**config.mk**
```make
export PLATFORM = sky130hd
export DESIGN_NAME = zmc_sync_flat
export DESIGN_NICKNAME = d
export VERILOG_FILES = /design/src/rtl/zmc_sync_pkg.sv /design/src/rtl/zmc_sync_if.sv /design/src/rtl/zmc_sync_rise.sv /design/src/rtl/zmc_sync.sv /design/src/flat_wrapper.sv
export SDC_FILE = /design/constraint.sdc
export NUM_CORES = 1
export LEC_CHECK = 0
export ABC_AREA = 0
export CAP_MARGIN = 20
export CORE_ASPECT_RATIO = 0.6
export CORE_UTILIZATION = 55
export CTS_BUF_LIST = sky130_fd_sc_hd__clkbuf_2
export CTS_CLUSTER_DIAMETER = 40
export DETAILED_ROUTE_END_ITERATION = 8
export PLACE_DENSITY_LB_ADDON = 0.1
export SYNTH_ARGS = -nofsm -noshare
export SYNTH_HDL_FRONTEND = slang
export SYNTH_SLANG_ARGS = --single-unit
```
**constraint.sdc**
```tcl
create_clock -name CLK_24M -period 3.9 [get_ports CLK_24M]
set_clock_uncertainty 0.1 [all_clocks]
set_input_delay 0.78 -clock CLK_24M [delete_from_list [all_inputs] [get_ports CLK_24M]]
set_output_delay 0.78 -clock CLK_24M [all_outputs]
set_load 0.03 [all_outputs]
```
**src/rtl/zmc_sync_pkg.sv**
```systemverilog
// Shared definitions for the Z80 memory controller: window bases, register
// select codes, window classification and reset-time bank defaults.
package zmc_sync_pkg;

  // Z80 address window base addresses
  localparam logic [15:0] WIN_16K_BASE = 16'h8000;
  localparam logic [15:0] WIN_8K_BASE  = 16'hC000;
  localparam logic [15:0] WIN_4K_BASE  = 16'hE000;
  localparam logic [15:0] WIN_2K_BASE  = 16'hF000;
  localparam logic [15:0] WRAM_BASE    = 16'hF800;

  // Bank register select codes carried on SDA[1:0]
  localparam logic [1:0] SEL_2K  = 2'd0;
  localparam logic [1:0] SEL_4K  = 2'd1;
  localparam logic [1:0] SEL_8K  = 2'd2;
  localparam logic [1:0] SEL_16K = 2'd3;

  // Default banks give a flat map of the upper 32K after reset
  localparam logic [7:0] DEF_BANK_2K  = 8'h1E;
  localparam logic [7:0] DEF_BANK_4K  = 8'h0E;
  localparam logic [7:0] DEF_BANK_8K  = 8'h06;
  localparam logic [7:0] DEF_BANK_16K = 8'h02;

  typedef enum logic [2:0] {
    WIN_FLAT = 3'd0,
    WIN_16K  = 3'd1,
    WIN_8K   = 3'd2,
    WIN_4K   = 3'd3,
    WIN_2K   = 3'd4
  } win_e;

  // Classify an address by its 2K page number SDA[15:11]
  function automatic win_e decode_window(input logic [4:0] page);
    win_e w;
    casez (page)
      5'b0????: w = WIN_FLAT;   // 0000-7FFF fixed ROM
      5'b10???: w = WIN_16K;    // 8000-BFFF
      5'b110??: w = WIN_8K;     // C000-DFFF
      5'b1110?: w = WIN_4K;     // E000-EFFF
      5'b11110: w = WIN_2K;     // F000-F7FF
      default:  w = WIN_FLAT;   // F800-FFFF work RAM
    endcase
    return w;
  endfunction

endpackage

```
**src/rtl/zmc_sync_if.sv**
```systemverilog
// Z80-side bus bundle of the memory controller: bank-write strobe and
// address in, M1 ROM upper address and write pulse out.
interface zmc_sync_if;
  logic        SDRD0;
  logic [15:0] SDA;
  logic [10:0] MA;
  logic        BANK_WR;

  modport master (output SDRD0, output SDA, input MA, input BANK_WR);
  modport slave  (input SDRD0, input SDA, output MA, output BANK_WR);
endinterface

```
**src/rtl/zmc_sync_rise.sv**
```systemverilog
// N-stage synchroniser with configurable reset value. Emits a registered
// per-bit rise pulse and a copy of the last stage aligned with that pulse,
// so a data pipeline built from the same module lines up with the strobe.
module sync_rise_detect #(
  parameter int                 WIDTH   = 1,
  parameter int                 STAGES  = 2,
  parameter logic [WIDTH-1:0]   RST_VAL = {WIDTH{1'b0}}
) (
  input  logic             clk,
  input  logic             rst_n,
  input  logic [WIDTH-1:0] d,
  output logic [WIDTH-1:0] q,
  output logic [WIDTH-1:0] rise
);

  logic [WIDTH-1:0] stage_r [STAGES];
  logic [WIDTH-1:0] prev_r;
  logic [WIDTH-1:0] rise_r;

  // Shift input through the stages, remember last stage, flag 0->1 on it
  always_ff @(posedge clk) begin
    if (!rst_n) begin
      for (int i = 0; i < STAGES; i++) begin
        stage_r[i] <= RST_VAL;
      end
      prev_r <= RST_VAL;
      rise_r <= {WIDTH{1'b0}};
    end else begin
      stage_r[0] <= d;
      for (int i = 1; i < STAGES; i++) begin
        stage_r[i] <= stage_r[i-1];
      end
      prev_r <= stage_r[STAGES-1];
      rise_r <= stage_r[STAGES-1] & ~prev_r;
    end
  end

  assign q    = prev_r;
  assign rise = rise_r;

endmodule

```
**src/rtl/zmc_sync.sv**
```systemverilog
// Z80 memory controller: latches four bank registers from synchronised
// SDRD0 strobes and maps the Z80 address onto M1 ROM address bits [21:11].
module zmc_sync
  import zmc_sync_pkg::*;
#(
  parameter int         SYNC_STAGES  = 2,
  parameter logic [7:0] RST_BANK_2K  = DEF_BANK_2K,
  parameter logic [7:0] RST_BANK_4K  = DEF_BANK_4K,
  parameter logic [7:0] RST_BANK_8K  = DEF_BANK_8K,
  parameter logic [7:0] RST_BANK_16K = DEF_BANK_16K
) (
  input  logic       CLK_24M,
  input  logic       nRESET,
  zmc_sync_if.slave  bus
);

  logic        strobe_rise_s;
  logic        strobe_sync_unused_s;
  logic [9:0]  wr_data_s;          // {bank value, register select}
  logic [9:0]  wr_rise_unused_s;
  win_e        win_s;
  logic [10:0] ma_next_s;

  logic [7:0]  bank_r [4];
  logic [10:0] ma_r;
  logic        bank_wr_r;

  // Strobe synchroniser resets high so a strobe held through reset is ignored
  sync_rise_detect #(
    .WIDTH   (1),
    .STAGES  (SYNC_STAGES),
    .RST_VAL (1'b1)
  ) u_strobe (
    .clk   (CLK_24M),
    .rst_n (nRESET),
    .d     (bus.SDRD0),
    .q     (strobe_sync_unused_s),
    .rise  (strobe_rise_s)
  );

  // Only the bank value and select bits travel alongside the strobe
  sync_rise_detect #(
    .WIDTH   (10),
    .STAGES  (SYNC_STAGES),
    .RST_VAL ({10{1'b0}})
  ) u_wr_data (
    .clk   (CLK_24M),
    .rst_n (nRESET),
    .d     ({bus.SDA[15:8], bus.SDA[1:0]}),
    .q     (wr_data_s),
    .rise  (wr_rise_unused_s)
  );

  assign win_s = decode_window(bus.SDA[15:11]);

  // Translate the live Z80 address through the current bank registers
  always_comb begin
    ma_next_s = {7'b0000000, bus.SDA[14:11]};
    case (win_s)
      WIN_16K:  ma_next_s = {bank_r[SEL_16K], bus.SDA[13:11]};
      WIN_8K:   ma_next_s = {1'b0, bank_r[SEL_8K], bus.SDA[12:11]};
      WIN_4K:   ma_next_s = {2'b00, bank_r[SEL_4K], bus.SDA[11]};
      WIN_2K:   ma_next_s = {3'b000, bank_r[SEL_2K]};
      WIN_FLAT: ma_next_s = {7'b0000000, bus.SDA[14:11]};
      default:  ma_next_s = {7'b0000000, bus.SDA[14:11]};
    endcase
  end

  // Register MA, update the selected bank and pulse BANK_WR on a strobe rise;
  // MA is computed from the pre-write bank, so a new bank shows one cycle later
  always_ff @(posedge CLK_24M) begin
    if (!nRESET) begin
      bank_r[SEL_2K]  <= RST_BANK_2K;
      bank_r[SEL_4K]  <= RST_BANK_4K;
      bank_r[SEL_8K]  <= RST_BANK_8K;
      bank_r[SEL_16K] <= RST_BANK_16K;
      ma_r            <= 11'h000;
      bank_wr_r       <= 1'b0;
    end else begin
      ma_r      <= ma_next_s;
      bank_wr_r <= strobe_rise_s;
      if (strobe_rise_s) begin
        bank_r[wr_data_s[1:0]] <= wr_data_s[9:2];
      end
    end
  end

  assign bus.MA      = ma_r;
  assign bus.BANK_WR = bank_wr_r;

endmodule
```
**src/flat_wrapper.sv**
```systemverilog
// flat-port wrapper written by rule: the top's interface ports become plain ports
module zmc_sync_flat import zmc_sync_pkg::*;
#(
  parameter int         SYNC_STAGES  = 2,
  parameter logic [7:0] RST_BANK_2K  = DEF_BANK_2K,
  parameter logic [7:0] RST_BANK_4K  = DEF_BANK_4K,
  parameter logic [7:0] RST_BANK_8K  = DEF_BANK_8K,
  parameter logic [7:0] RST_BANK_16K = DEF_BANK_16K
)
  (CLK_24M, nRESET, bus_SDRD0, bus_SDA, bus_MA, bus_BANK_WR);
  zmc_sync_if bus_i ();
  input  logic CLK_24M;
  input  logic nRESET;
  input wire logic [$bits(bus_i.SDRD0)-1:0] bus_SDRD0;
  input wire logic [$bits(bus_i.SDA)-1:0] bus_SDA;
  output wire logic [$bits(bus_i.MA)-1:0] bus_MA;
  output wire logic [$bits(bus_i.BANK_WR)-1:0] bus_BANK_WR;
  assign bus_i.SDRD0 = bus_SDRD0;
  assign bus_i.SDA = bus_SDA;
  assign bus_MA = bus_i.MA;
  assign bus_BANK_WR = bus_i.BANK_WR;
  zmc_sync #(.SYNC_STAGES(SYNC_STAGES), .RST_BANK_2K(RST_BANK_2K), .RST_BANK_4K(RST_BANK_4K), .RST_BANK_8K(RST_BANK_8K), .RST_BANK_16K(RST_BANK_16K)) u_core (.CLK_24M(CLK_24M), .nRESET(nRESET), .bus(bus_i));
endmodule
```
## Word-level counts from Yosys, hierarchy flattened

Memory sizes are Yosys's and may differ from the RTL's. A register that Yosys moved wholly into a read port is not among the register bits.
Cells that the tools add are included.

| storage, ports and cells | value |
|---|---|
| output and inout port bits | 12 |
| memories kept | 3 |
| word-level logic and storage cells | 37 |
| bits in latches | 0 |
| memory bits (read-only) | 0 |
| bits in registers | 14 |
| input port bits | 19 |
| bits in writable memories | 54 |

| operators by class | value |
|---|---|
| magnitude comparators | 0 |
| muxes and demuxes | 14 |
| $mul | 0 |
| shifts and indexed selects | 0 |
| add/sub/neg operators | 0 |
| reduce and logical (&&, ||, !) cells | 2 |
| bitwise gates (word level) | 6 |
| div/mod/pow operators | 0 |
| eq/ne operators | 8 |

Memories:

| name | words | width | rd ports | clocked after memory_dff | wr ports | line | text |
|---|---|---|---|---|---|---|---|
| u_core.bank_r | 4 | 8 | 4 | 0 | 4 | zmc_sync.sv:24 | `logic [7:0] bank_r [4];` |
| u_core.u_wr_data.stage_r | 2 | 10 | 2 | 1 | 2 | zmc_sync_rise.sv:16 | `logic [WIDTH-1:0] stage_r [STAGES];` |
| u_core.u_strobe.stage_r | 2 | 1 | 2 | 0 | 2 | zmc_sync_rise.sv:16 |  |

Operators by type and width:

| cell | number |
|---|---|
| $pmux W11 S4 | 1 |
| $mux W10 | 2 |
| $pmux W3 S4 | 1 |
| $mux W1 | 8 |
| $mux W8 | 1 |
| $reduce_or A8 Y1 | 1 |
| $eq A3 B2 Y1 const B | 2 |
| $eq A3 B3 Y1 const B | 2 |
| $eq A5 B5 Y1 const B | 1 |
| $eq A4 B4 Y1 const B | 1 |
| $or A1 B1 Y1 | 4 |
| $eq A3 B1 Y1 const B | 1 |
| $eq A2 B2 Y1 const B | 1 |
| $mux W2 | 1 |
| $and A1 B1 Y1 | 1 |
| $logic_not A1 Y1 | 1 |
| $not A1 Y1 | 1 |

## Logic depth before layout (Yosys ltp)

| depth | value |
|---|---|
| depth in word-level cells | 5 |
| gate-level depth with buffers | 5 |
| gate-level depth less buffers | 4 |

## Cells and area by module

Synthesis repeated with hierarchy kept, for this count alone.

| unflattened totals | value |
|---|---|
| cells, all modules | 242 |
| area, all modules | 3115.5 µm² |

By module, submodules not included:

| module | times used | seq. area each (µm²) | area each (µm²) | cells an instance |
|---|---|---|---|---|
| zmc_sync | 1 | 1201.2 | 1909.3 | 150 |
| sync_rise_detect at u_core.u_wr_data | 1 | 800.8 | 1098.6 | 84 |
| sync_rise_detect at u_core.u_strobe | 1 | 80.1 | 107.6 | 8 |

## Least setup slack after synthesis

No wires, ideal clock.

| path | value |
|---|---|
| path kind | input to register |
| start | input port nRESET |
| end | memory u_core.bank_r[2][0] (enable) |
| cell stages on the path | 3 |
| data required time | 3.466 ns |
| buffers on the path | 0 |
| library setup time | 0.334 ns |
| arrival | 1.495 ns |
| path slack | 1.971 ns |
| cell sequence | nand2_2 nor3b_2 nand2b_1 |

RTL lines:

| item | line | text |
|---|---|---|
| start, declared | flat_wrapper.sv:13 | `input logic nRESET;` |
| end, declared | zmc_sync.sv:24 |  |

## Worst setup path after layout

| path | value |
|---|---|
| start | register u_core.ma_r[5], in the netlist u_core.bus.MA[5] |
| end | output port bus_MA[5] |

RTL lines:

| item | line | text |
|---|---|---|
| start, declared | zmc_sync.sv:25 | `logic [10:0] ma_r;` |
| start signal, assigned | zmc_sync.sv:80 | `ma_r <= ma_next_s;` |
| end, declared | flat_wrapper.sv:16 | `output wire logic [$bits(bus_i.MA)-1:0] bus_MA;` |

No word-level cell between the ends.

==> flow_summary_export.csv <==
group,metric,value,unit
outcome,outcome,"finished clean",
die,ios,31,
synth,synthAdderAreaFrac,0,%
finish,final_common_cell,"dfxtp_1",
finish,nets,264,
routing,viasPerCell,5.24,
routing,wl_per_cell,15.5,um
sta,worst_pin_slew,0.630,ns
synth,syn_avg_cell_area,12.7,um2
critical_path,path_class,"register to primary output",
clock_network,clk_path_buf_depth,2,
synth,post_synth_and_or_nand_nor_area_fraction,22.1,%
finish,drive_gt1_share,10.0,%
sta,finalCritPeriodShare,61.3,%
clock_network,cts-buffers-inserted,9,
synth,synth_cell_types,29,
sta,fmax,418,MHz
synth,yosys_register_bits,78,
critical_path,cp.arrival,1.51,ns
die,fp.dieArea,5280,um2
critical_path,endpoint_kind,"primary output",
sta,drv_slew,0,
sta,hold_viol,0,
sta,finalSetupViolCount,0,
global_route,grt_pass1_vias,1579,
min_path,hold_class,"register to register",
finish,final_cell_mix,"46 x dfxtp_1, 44 x and2_1, 32 x edfxtp_1, 24 x clkdlybuf4s50_1, 15 x nand2b_1",
finish,multi_input_area,806,um2
synth,yosysWarnings,0,
clock_network,clk_latency,0.49,ns
finish,fin_area,3190,um2
die,num_rows,19,
clock_network,cts_tree,"done",
sta,layout_min_cycle_time,2.39,ns
global_route,grt_use_total,20.9,%
finish,area_delta_synth_final,16.6,%
die,core,4680,um2
routing,drc,0,
global_route,grt-ovfl-total,0,
synth,syn_nets,234,
routing,dr.pass1.iters,4,
placement,hpwl,3340,um
critical_path,crit_slowest_cell,"clkdlybuf4s50_1",
clock_network,postCtsSetupRepairBufs,0,
critical_path,path_buf_inv,1,
clock_network,post_cts_resized,0,
clock_network,clock_sink_count,78,
synth,synthCells,215,
synth,seq_area_frac_synth,68.7,%
synth,syn_area,2740,um2
placement,io_buffers,24,
die,die_height,56.7,um
clock_network,h-tree-depth,3,
finish,nFillCells,346,
power,pwr_density_cell,473,nW/um2
critical_path,crit_fanout,1,
finish,n_antenna_cell,0,
placement,placed_cell_area,3040,um2
global_route,antenna_found_initial,0,
critical_path,path_cells,"clkdlybuf4s50_1",
power,peakVddDrop,0.368,mV
routing,drtAntennaViolNets,0,
routing,vias,1639,
clock_network,holdBufCountCts,0,
finish,regArea,1880,um2
die,die_x,93.1,um
sta,slew_headroom,57.9,%
synth,muxShareOfSynthArea,0,%
placement,place_congestion,0.803,
synth,synth_compound_area_share,7.26,%
global_route,grt_pass1_wl,7860,um
critical_path,cp_top_family,"buffers and inverters",
synth,synth_xor_area_share,0,%
sta,rsz0062_at_grt,"false",
critical_path,cp-start-kind,"register",
power,power.leakage,1.23,nW
critical_path,cp_slowest_stage_delay,0.67,ns
clock_network,clockRootBuffer,"clkbuf_2",
clock_network,clk_pin_slew,0.19,ns
routing,drt_iter0_drc,186,
global_route,grt_max_degree,47,
flow_run,maxCapViolCount,0,
sta,finalSetupTns,0,ns
die,initial_utilization,58.5,%
critical_path,cp_data_required_time,3.02,ns
synth,synth_top_family_by_area,"simple AND/OR/NAND/NOR gates",
routing,routed_wl,4840,um
## metrics by stage
step | setup slack (ns) | cells | util, % | power [mW] | hold WS [ns]
2_1_floorplan | 1.97 | 215 | - | 0.954 | 0.267
3_3_place_gp | 1.16 | 297 | 64.9 | 0.989 | 0.273
3_5_place_dp | 1.04 | 297 | 64.9 | 0.994 | 0.286
4_1_cts | 1.47 | 313 | 68.2 | 1.52 | 0.307
5_1_grt | 1.39 | 313 | 68.2 | 1.57 | 0.325
6_report | 1.51 | 313 | 68.2 | 1.51 | 0.303
## layout make-up
| type | instances | share of cell area, % |
|---|---|---|
| Tap cell | 63 | 2.47 |
| Sequential cell | 78 | 58.9 |
| Clock buffer | 11 | 1.72 |
| Timing Repair Buffer | 25 | 7.76 |
| Clock inverter | 5 | 3.09 |
| Inverter | 7 | 0.823 |
| Multi-Input combinational cell | 124 | 25.2 |
## layer usage
metal / track usage [%] / part of all wire, % / up-vias / routed length [um]
met5: 0 / 0 / - / 0
met4: 5.05 / 1.2 / 0 / 59
met3: 8.13 / 8.7 / 8 / 421
met2: 32.6 / 46 / 58 / 2210
met1: 27.7 / 44 / 770 / 2140
li1: - / - / 803 / -
## synth_stat cells (all sizes together)
master / n / area share, %
o32ai: 1 / 0.32
o221ai: 1 / 0.32
nor3b: 2 / 0.91
nor2: 8 / 1.1
clkbuf: 5 / 0.69
o41ai: 1 / 0.59
a222oi: 1 / 0.37
or2: 1 / 0.23
o22a: 4 / 1.3
inv: 7 / 0.96
and2b: 1 / 0.27
and2: 44 / 10
edfxtp: 32 / 35
a21o: 1 / 0.55
nor2b: 8 / 2.1
nand3: 2 / 0.37
a21oi: 7 / 1.3
o32a: 1 / 0.37
buf: 1 / 0.27
nand2b: 15 / 3.4
nor3: 1 / 0.37
nand2: 6 / 1.0
nand3b: 1 / 0.27
and3: 9 / 2.1
o21ai: 3 / 0.55
a22oi: 6 / 1.6
dfxtp: 46 / 34
## logic make-up after synthesis
| logic type | after synthesis |
|---|---|
| AO/OA/AOI/OAI | 26 |
| buffers and inverters | 13 |
| flip-flops | 78 |
| AND/OR/NAND/NOR | 98 |
## sequential cells by signal (all words and copies together) (netlist names)
name	cells
u_core.bus.MA	11
u_core.bus.BANK_WR	1
u_core.u_wr_data.stage_r	20
u_core.u_strobe.stage_r	2
u_core.u_strobe.q	1
u_core.bank_r	32
u_core.u_strobe.rise	1
u_core.u_wr_data.q	10
## power by group
| part | internal [mW] | switching, mW | leakage [nW] |
|---|---|---|---|
| registers | 0.876 | 0.00972 | 0.676 |
| logic | 0.0395 | 0.0508 | 0.456 |
| clock network | 0.279 | 0.254 | 0.0936 |
## final timing paths
check / slack (ns) / endpoint / depth (start not counted) / startpoint
max: 1.51 / bus_MA[5] / 1 / u_core.bus.MA[5]
min: 0.30 / u_core.u_strobe.rise / 1 / u_core.u_strobe.q
max reg2reg: 1.83 / u_core.bank_r[1][0] / 3 / u_core.u_strobe.rise
min reg2reg: 0.30 / u_core.u_strobe.rise / 1 / u_core.u_strobe.q
Power figures use the tool's default switching activity.
